### config.mk
export PLATFORM = sky130hd
export DESIGN_NAME = inert_spi_seq
export DESIGN_NICKNAME = d
export VERILOG_FILES = /design/src/rtl/inert_pkg.sv /design/src/rtl/sync_rise.sv /design/src/rtl/inert_spi_seq.sv
export SDC_FILE = /design/constraint.sdc
export NUM_CORES = 1
export LEC_CHECK = 0
export ABC_AREA = 1
export BUFFER_PORTS_ARGS = -buffer_cell sky130_fd_sc_hd__buf_2
export CAP_MARGIN = 5
export CORE_ASPECT_RATIO = 1.25
export CORE_MARGIN = 3
export CORE_UTILIZATION = 35
export DETAILED_ROUTE_END_ITERATION = 16
export HOLD_SLACK_MARGIN = 0.03
export SKIP_CTS_REPAIR_TIMING = 1
export SYNTH_ARGS = -nofsm -noshare
export SYNTH_HDL_FRONTEND = slang
export SYNTH_HIERARCHICAL = 1
export SYNTH_SLANG_ARGS = --single-unit
### constraint.sdc
create_clock -name clk -period 8.3 [get_ports clk]
set_clock_uncertainty 0.05 [all_clocks]
set_input_delay 0.83 -clock clk [delete_from_list [all_inputs] [get_ports clk]]
set_output_delay 0.83 -clock clk [all_outputs]
set_load 0.02 [all_outputs]
### src/rtl/inert_pkg.sv
// rtl/inert_pkg.sv - shared types and SPI command tables for the IMU sequencer
package inert_pkg;

   typedef enum logic [1:0] {PWRUP, INIT_DN, IDLE, RD_DN} state_t;

   function automatic logic [15:0] init_cmd(input logic [1:0] i);
      case (i)
         2'd0:    init_cmd = 16'h0D02;
         2'd1:    init_cmd = 16'h1053;
         2'd2:    init_cmd = 16'h1150;
         default: init_cmd = 16'h1460;
      endcase
   endfunction

   // Read order: pitch low, pitch high, Z-accel low, Z-accel high
   function automatic logic [15:0] rd_cmd(input logic [1:0] i);
      case (i)
         2'd0:    rd_cmd = 16'hA200;
         2'd1:    rd_cmd = 16'hA300;
         2'd2:    rd_cmd = 16'hAC00;
         default: rd_cmd = 16'hAD00;
      endcase
   endfunction

endpackage

### src/rtl/sync_rise.sv
// rtl/sync_rise.sv - two-flop synchronizer with rising-edge detect
module sync_rise (
   input  logic clk,
   input  logic rst,
   input  logic async_in,
   output logic rise
);

   logic s1_q, s2_q, s3_q;
   logic s1_d, s2_d, s3_d;

   always_comb begin
      s1_d = async_in;
      s2_d = s1_q;
      s3_d = s2_q;
   end

   always_ff @(posedge clk or posedge rst) begin
      if (rst) begin
         s1_q <= 1'b0;
         s2_q <= 1'b0;
         s3_q <= 1'b0;
      end else begin
         s1_q <= s1_d;
         s2_q <= s2_d;
         s3_q <= s3_d;
      end
   end

   assign rise = s2_q & ~s3_q;

endmodule

### src/rtl/inert_spi_seq.sv
// rtl/inert_spi_seq.sv - IMU SPI sequencer: power-up config writes, then INT-driven read bursts
module inert_spi_seq
   import inert_pkg::*;
#(
   parameter int PWRUP_CYC = 65535
) (
   input  logic        clk,
   input  logic        rst,
   input  logic        INT,
   input  logic        done,
   input  logic [15:0] rd_data,
   output logic        wrt,
   output logic [15:0] cmd,
   output logic [15:0] ptch_rt,
   output logic [15:0] AZ,
   output logic        vld
);

   localparam int CW = (PWRUP_CYC > 1) ? $clog2(PWRUP_CYC) : 1;
   localparam logic [CW-1:0] CNT_LAST = CW'(PWRUP_CYC - 1);

   state_t        state_q, state_d;
   logic [CW-1:0] cnt_q, cnt_d;
   logic [1:0]    idx_q, idx_d;
   logic [7:0]    pl_q, pl_d, ph_q, ph_d, azl_q, azl_d;
   logic          pend_q, pend_d;
   logic          done_q;
   logic          wrt_q, wrt_d;
   logic [15:0]   cmd_q, cmd_d, ptch_q, ptch_d, az_q, az_d;
   logic          vld_q, vld_d;
   logic          int_rise, done_rise;

   sync_rise u_int_sync (
      .clk      (clk),
      .rst      (rst),
      .async_in (INT),
      .rise     (int_rise)
   );

   assign done_rise = done & ~done_q;

   always_comb begin
      state_d = state_q;
      cnt_d   = cnt_q;
      idx_d   = idx_q;
      pl_d    = pl_q;
      ph_d    = ph_q;
      azl_d   = azl_q;
      pend_d  = pend_q;
      wrt_d   = 1'b0;
      cmd_d   = cmd_q;
      ptch_d  = ptch_q;
      az_d    = az_q;
      vld_d   = 1'b0;
      case (state_q)
         PWRUP: begin
            if (cnt_q == CNT_LAST) begin
               wrt_d   = 1'b1;
               cmd_d   = init_cmd(2'd0);
               idx_d   = 2'd0;
               state_d = INIT_DN;
            end else begin
               cnt_d = cnt_q + CW'(1);
            end
         end
         INIT_DN: begin
            if (done_rise) begin
               if (idx_q == 2'd3) begin
                  idx_d   = 2'd0;
                  state_d = IDLE;
               end else begin
                  idx_d = idx_q + 2'd1;
                  wrt_d = 1'b1;
                  cmd_d = init_cmd(idx_q + 2'd1);
               end
            end
         end
         IDLE: begin
            if (pend_q || int_rise) begin
               pend_d  = 1'b0;
               wrt_d   = 1'b1;
               cmd_d   = rd_cmd(2'd0);
               idx_d   = 2'd0;
               state_d = RD_DN;
            end
         end
         RD_DN: begin
            if (int_rise) pend_d = 1'b1;
            if (done_rise) begin
               case (idx_q)
                  2'd0:    pl_d  = rd_data[7:0];
                  2'd1:    ph_d  = rd_data[7:0];
                  2'd2:    azl_d = rd_data[7:0];
                  default: ;
               endcase
               if (idx_q == 2'd3) begin
                  // High Z byte goes straight to the output; no staging needed
                  ptch_d  = {ph_q, pl_q};
                  az_d    = {rd_data[7:0], azl_q};
                  vld_d   = 1'b1;
                  idx_d   = 2'd0;
                  state_d = IDLE;
               end else begin
                  idx_d = idx_q + 2'd1;
                  wrt_d = 1'b1;
                  cmd_d = rd_cmd(idx_q + 2'd1);
               end
            end
         end
         default: state_d = PWRUP;
      endcase
   end

   always_ff @(posedge clk or posedge rst) begin
      if (rst) begin
         state_q <= PWRUP;
         cnt_q   <= '0;
         idx_q   <= 2'd0;
         pl_q    <= 8'h00;
         ph_q    <= 8'h00;
         azl_q   <= 8'h00;
         pend_q  <= 1'b0;
         done_q  <= 1'b0;
         wrt_q   <= 1'b0;
         cmd_q   <= 16'h0000;
         ptch_q  <= 16'h0000;
         az_q    <= 16'h0000;
         vld_q   <= 1'b0;
      end else begin
         state_q <= state_d;
         cnt_q   <= cnt_d;
         idx_q   <= idx_d;
         pl_q    <= pl_d;
         ph_q    <= ph_d;
         azl_q   <= azl_d;
         pend_q  <= pend_d;
         done_q  <= done;
         wrt_q   <= wrt_d;
         cmd_q   <= cmd_d;
         ptch_q  <= ptch_d;
         az_q    <= az_d;
         vld_q   <= vld_d;
      end
   end

   assign wrt     = wrt_q;
   assign cmd     = cmd_q;
   assign ptch_rt = ptch_q;
   assign AZ      = az_q;
   assign vld     = vld_q;

endmodule

## Word level (Yosys, flattened, before mapping)

Index checks and enable logic that the tools add are counted.

| word-level totals | value |
|---|---|
| latch bits | 0 |
| memories kept | 0 |
| register bits after elaboration | 99 |
| bits of input ports | 20 |
| RAM bits | 0 |
| memory bits (read-only) | 0 |
| logic and storage cells | 86 |
| output and inout bits | 50 |

| cells by class | value |
|---|---|
| eq/ne operators | 18 |
| bitwise logic cells | 5 |
| reductions and logical operators | 15 |
| $add $sub $neg | 2 |
| shifts and indexed selects | 0 |
| multiply operators | 0 |
| muxes and demuxes | 30 |
| divide/modulo/power cells | 0 |
| $lt $le $gt $ge | 0 |

Operators with widths:

| kind | number |
|---|---|
| $mux W16 | 6 |
| $pmux W16 S4 | 1 |
| $pmux W13 S3 | 1 |
| $pmux W12 S3 | 1 |
| $reduce_and A3 Y1 | 6 |
| $add A16 B1 Y16 const B | 1 |
| $eq A16 B16 Y1 const B | 1 |
| $mux W2 | 8 |
| $ne A2 B2 Y1 const B | 7 |
| $pmux W2 S3 | 2 |
| $eq A2 B2 Y1 const B | 5 |
| $mux W1 | 9 |
| $eq A2 B1 Y1 const B | 3 |
| $logic_not A2 Y1 | 3 |
| $reduce_and A6 Y1 | 1 |
| $ne A2 B1 Y1 const B | 2 |
| $reduce_and A4 Y1 | 1 |
| $not A1 Y1 | 3 |
| $pmux W1 S3 | 1 |
| $add A2 B1 Y2 const B | 1 |
| $and A1 B1 Y1 | 2 |
| $pmux W1 S2 | 1 |
| $reduce_and A2 Y1 | 1 |
| $reduce_bool A2 Y1 | 1 |
| 2 further kinds | 2 |

## Logic depth before layout (Yosys ltp)

| logic depth | value |
|---|---|
| word-level depth | 6 |
| depth in mapped cells | 10 |
| depth with buffers taken out | 10 |

## Modules after synthesis

The synthesis kept the hierarchy.

By module, submodules not included:

| module | area an instance (µm²) | times used | sequential area each (µm²) | cells an instance |
|---|---|---|---|---|
| inert_spi_seq | 3946.3 | 1 | 2252.2 | 463 |
| sync_rise | 88.8 | 1 | 75.1 | 6 |

## Least setup slack after synthesis

No wires, ideal clock.

| timing | value |
|---|---|
| path type | input port to flip-flop |
| from | input done |
| to | register azl_q[0] |
| stages on the path | 6 |
| library setup time | 0.126 ns |
| data required time | 8.124 ns |
| path slack | 6.587 ns |
| buffers on the path | 1 |
| arrival time | 1.536 ns |
| path through | nand2_1 -> nor3_4 -> nand2_1 -> buf_2 -> nand2_1 -> o21ai_0 |

| between the ends | value |
|---|---|
| longest elaborated chain between the ends | 2 |

Ends and longest elaborated chain:

| item | RTL line | RTL |
|---|---|---|
| from (decl) | inert_spi_seq.sv:10 | `input logic done,` |
| $and A1 B1 Y1 | inert_spi_seq.sv:40 | `assign done_rise = done & ~done_q;` |
| $reduce_and A3 Y1 (no line) | -- |  |
| to (signal assigned) | inert_spi_seq.sv:135 | `azl_q <= azl_d;` |
| to (decl) | inert_spi_seq.sv:25 | `logic [7:0] pl_q, pl_d, ph_q, ph_d, azl_q, azl_d;` |

No other way between the ends.
A chain may end at the register's enable or synchronous reset.

## Worst setup path after layout

| timing | value |
|---|---|
| from | register cnt_q[0] |
| to | register cnt_q[10] |

| between the ends | value |
|---|---|
| longest elaborated chain between the ends | 3 |
| elaborated cells on any way between the ends | 4 |
| classes of those cells | 1 x add/sub; 1 x eq/ne; 1 x bitwise; 1 x reduce/logical |

Ends and longest elaborated chain:

| item | RTL line | RTL |
|---|---|---|
| from (decl) | inert_spi_seq.sv:23 | `logic [CW-1:0] cnt_q, cnt_d;` |
| from (signal assigned) | inert_spi_seq.sv:131 | `cnt_q <= cnt_d;` |
| branches (longest 3 deep; another with $add A16 B1 Y16) | -- |  |

Several ways; the timed one is not identified.

==> results.sh <==
export IMPL_crit_required_ps=8460
export IMPL_ir_worst_vdd_mv=0.116
export IMPL_final_max_slew_violation_count=0
export IMPL_critPathLaunchType="register"
export IMPL_synth_top_area_cell="dfrtp_1"
export IMPL_grt_antenna_before_repair=0
export IMPL_drc=0
export IMPL_core_area_um2=11200
export IMPL_netlist_instances=469
export IMPL_critPathMaxFanout=24
export IMPL_maxCapViolCount=0
export IMPL_synth_area_per_cell_um2=8.60
export IMPL_grt_pass1_vias=2886
export IMPL_wl_per_cell_um=12.4
export IMPL_leakagePower_nw=2.53
export IMPL_finalInstanceArea_um2=4700
export IMPL_area_growth_pct=16.4
export IMPL_num_vias=3048
export IMPL_dpl_cell_area_um2=4380
export IMPL_cp_data_arrival_time_ps=2600
export IMPL_insertion_delay_ps=340
export IMPL_hp_class="in -> async"
export IMPL_ant_nets=0
export IMPL_relSlewSlack_pct=40.6
export IMPL_overflow=0
export IMPL_fp_dieArea_um2=12900
export IMPL_powerDensity_nw_per_um2=318
export IMPL_yosys_area_top_type_share_pct=57.7
export IMPL_finalCritPeriodShare_pct=29.4
export IMPL_crit_slowest_cell="o21ai_2"
export IMPL_initial_core_util_pct=36.1
export IMPL_synth_seq_cells=93
export IMPL_syn_area_um2=4040
export IMPL_worst_slack_ps=5860
export IMPL_drive_gt1_share_pct=15.6
export IMPL_cts_clk_slew_worst_paths_ps=60
export IMPL_crit_start="cnt_q[0]"
export IMPL_setup_viol=0
export IMPL_worst_pin_slew_ps=890
export IMPL_crit_chain="inv_1 -> ha_1 -> inv_1 -> nor2_1 -> nand2_1 -> o21ai_2 -> inv_1 -> nand2_1 -> o21ai_0"
export IMPL_endpoint_kind="register"
export IMPL_cts_tree="yes"
export IMPL_yosys_warnings=6
export IMPL_cp_common_cell="inv_1"
export IMPL_synth_area_leaders="dfrtp_1 (58%), nand2_1 (18%), o21ai_0 (5.3%)"
export IMPL_pin_count=70
export IMPL_place_congestion=0.787
export IMPL_r2r_start="cnt_q[0]"
export IMPL_viasPerCell=4.63
export IMPL_die_h_um=126
export IMPL_port_buffers=57
export IMPL_drt_iter0_markers=245
export IMPL_numCtsBuffers=9
export IMPL_numClockSinks=93
export IMPL_post_place_ws_ps=5690
export IMPL_critPathKind="reg -> reg"
export IMPL_setup_tns_ps=0
export IMPL_p_total_mw=1.50
export IMPL_ctsRootBufferMaster="clkbuf_16"
export IMPL_max_stage_delay_ps=720
export IMPL_grt_pass1_wl_mm=14.1
export IMPL_drt_wl_total_mm=8.20
export IMPL_synth_seq_area_share_pct=57.7
export IMPL_dieWidth_um=102
export IMPL_period_needed_ps=2440
export IMPL_grt_max_degree=57
export IMPL_fmax_mhz=410
export IMPL_fill_cells=1110
export IMPL_num_rows=43
export IMPL_diodes=0
export IMPL_nNetsFinal=547
export IMPL_grt_setup_unrepaired="false"
export IMPL_htreeDepth=3
export IMPL_finalHoldViolations=0
export IMPL_grt_total_usage_pct=13.9
export IMPL_outcome="finished, final reports clean"
export IMPL_place_hpwl_mm=5.65
export IMPL_drtPass1Iterations=5
export IMPL_clockBufferDepth=2
export IMPL_ys_types=23
==> power breakdown <==
part	internal (mW)	total [mW]	leakage, nW	switching (mW)
Sequential	0.590	0.667	1.20	0.0766
Clock	0.262	0.433	0.147	0.171
Combinational	0.136	0.396	1.18	0.259
Total	0.988	1.50	2.53	0.507
==> placed cells by master (no fill, tap or decap), types with 3 or more instances in the layout <==
master     netlist  final
conb_1           1      4
nand3_1         25     25
dfrtp_1         93     93
clkbuf_16        0      9
xor2_1           6      6
nand2_1        192    192
buf_2            7     57
nand4_1          5      5
nor2_1          21     21
nor3_1           3      3
inv_1           37     36
ha_1             7      7
o21ai_0         43     43
xnor2_1          5      5
==> state kept, by name, summed over array words and instances (netlist names), 2 cells and up <==
| signal | flops |
|---|---|
| pl_q | 8 |
| cmd | 10 |
| AZ | 16 |
| cnt_q | 16 |
| azl_q | 8 |
| idx_q | 2 |
| ph_q | 8 |
| ptch_rt | 16 |
| state_q | 2 |
==> final timing paths <==
kind | end | slack (ps) | cells after the start
setup / recovery | cnt_q[10] | 5860 | 9
hold / removal | u_int_sync/s2_q | 310 | 2
setup reg to reg | cnt_q[10] | 5860 | 9
hold reg to reg | u_int_sync/s2_q | 310 | 0
max in group asynchronous | AZ[5] | 6600 | 3
min in group clk | u_int_sync/s2_q | 310 | 0
==> worst max-delay path, delay by kind of cell (launching register included) <==
family / cells / cell delay (ps)
AND/OR/NAND/NOR: 3 / 320
adder cells (fa/ha/maj): 1 / 150
flip-flops: 1 / 420
AO/OA/AOI/OAI: 2 / 800
buffers and inverters: 3 / 570
==> cell families (layout without fill, tap and decap cells) <==
group	Yosys count	count (layout)	share of synthesized area, %
buffers and inverters	60	112	6.73
other	1	4	0.0929
adders and majority gates	7	7	2.17
DFF	93	93	57.7
and+or+nand+nor	252	252	25.3
AOI/OAI and AO/OA	45	45	5.67
xor gates and xnor gates	11	11	2.39
==> layout make-up <==
cell class	count	area [µm²]	share of cell area (%)
sequential	93	2330	49.5
multi-input combinational	319	1450	30.8
timing repair buffer	58	293	6.23
clock buffer	9	225	4.79
tap	135	169	3.60
inverter	39	148	3.14
clock inverter	6	88.8	1.89
==> cells in the mapped netlist, drive strengths merged <==
| master | count |
|---|---|
| nand2 | 194 |
| nor2 | 23 |
| ha | 7 |
| xor2 | 6 |
| clkbuf | 5 |
| o21ai | 44 |
| nor3 | 4 |
| inv | 39 |
| a21oi | 1 |
| nand3b | 1 |
| nand3 | 25 |
| dfrtp | 93 |
| nand4 | 5 |
| buf | 16 |
| conb | 1 |
| xnor2 | 5 |
==> per-layer routing <==
metal	track usage (%)	part of all wire, %	up-vias
li1	-	-	1549
met1	17.7	44	1439
met2	23.0	51	54
met3	3.49	3.9	6
met4	4.63	1.4	0
met5	0	0	-
==> through the flow <==
| stage | hold slack (ps) | std cells | util [%] |
|---|---|---|---|
| after CTS | 301 | 659 | 42.0 |
| after global routing | 309 | 659 | 42.0 |
| after floorplan | 281 | 472 | - |
| after global placement | 289 | 644 | 39.2 |
| final | 306 | 659 | 42.0 |
| after detailed placement | 294 | 644 | 39.2 |
Note: power is estimated with default switching activity, not from simulation.
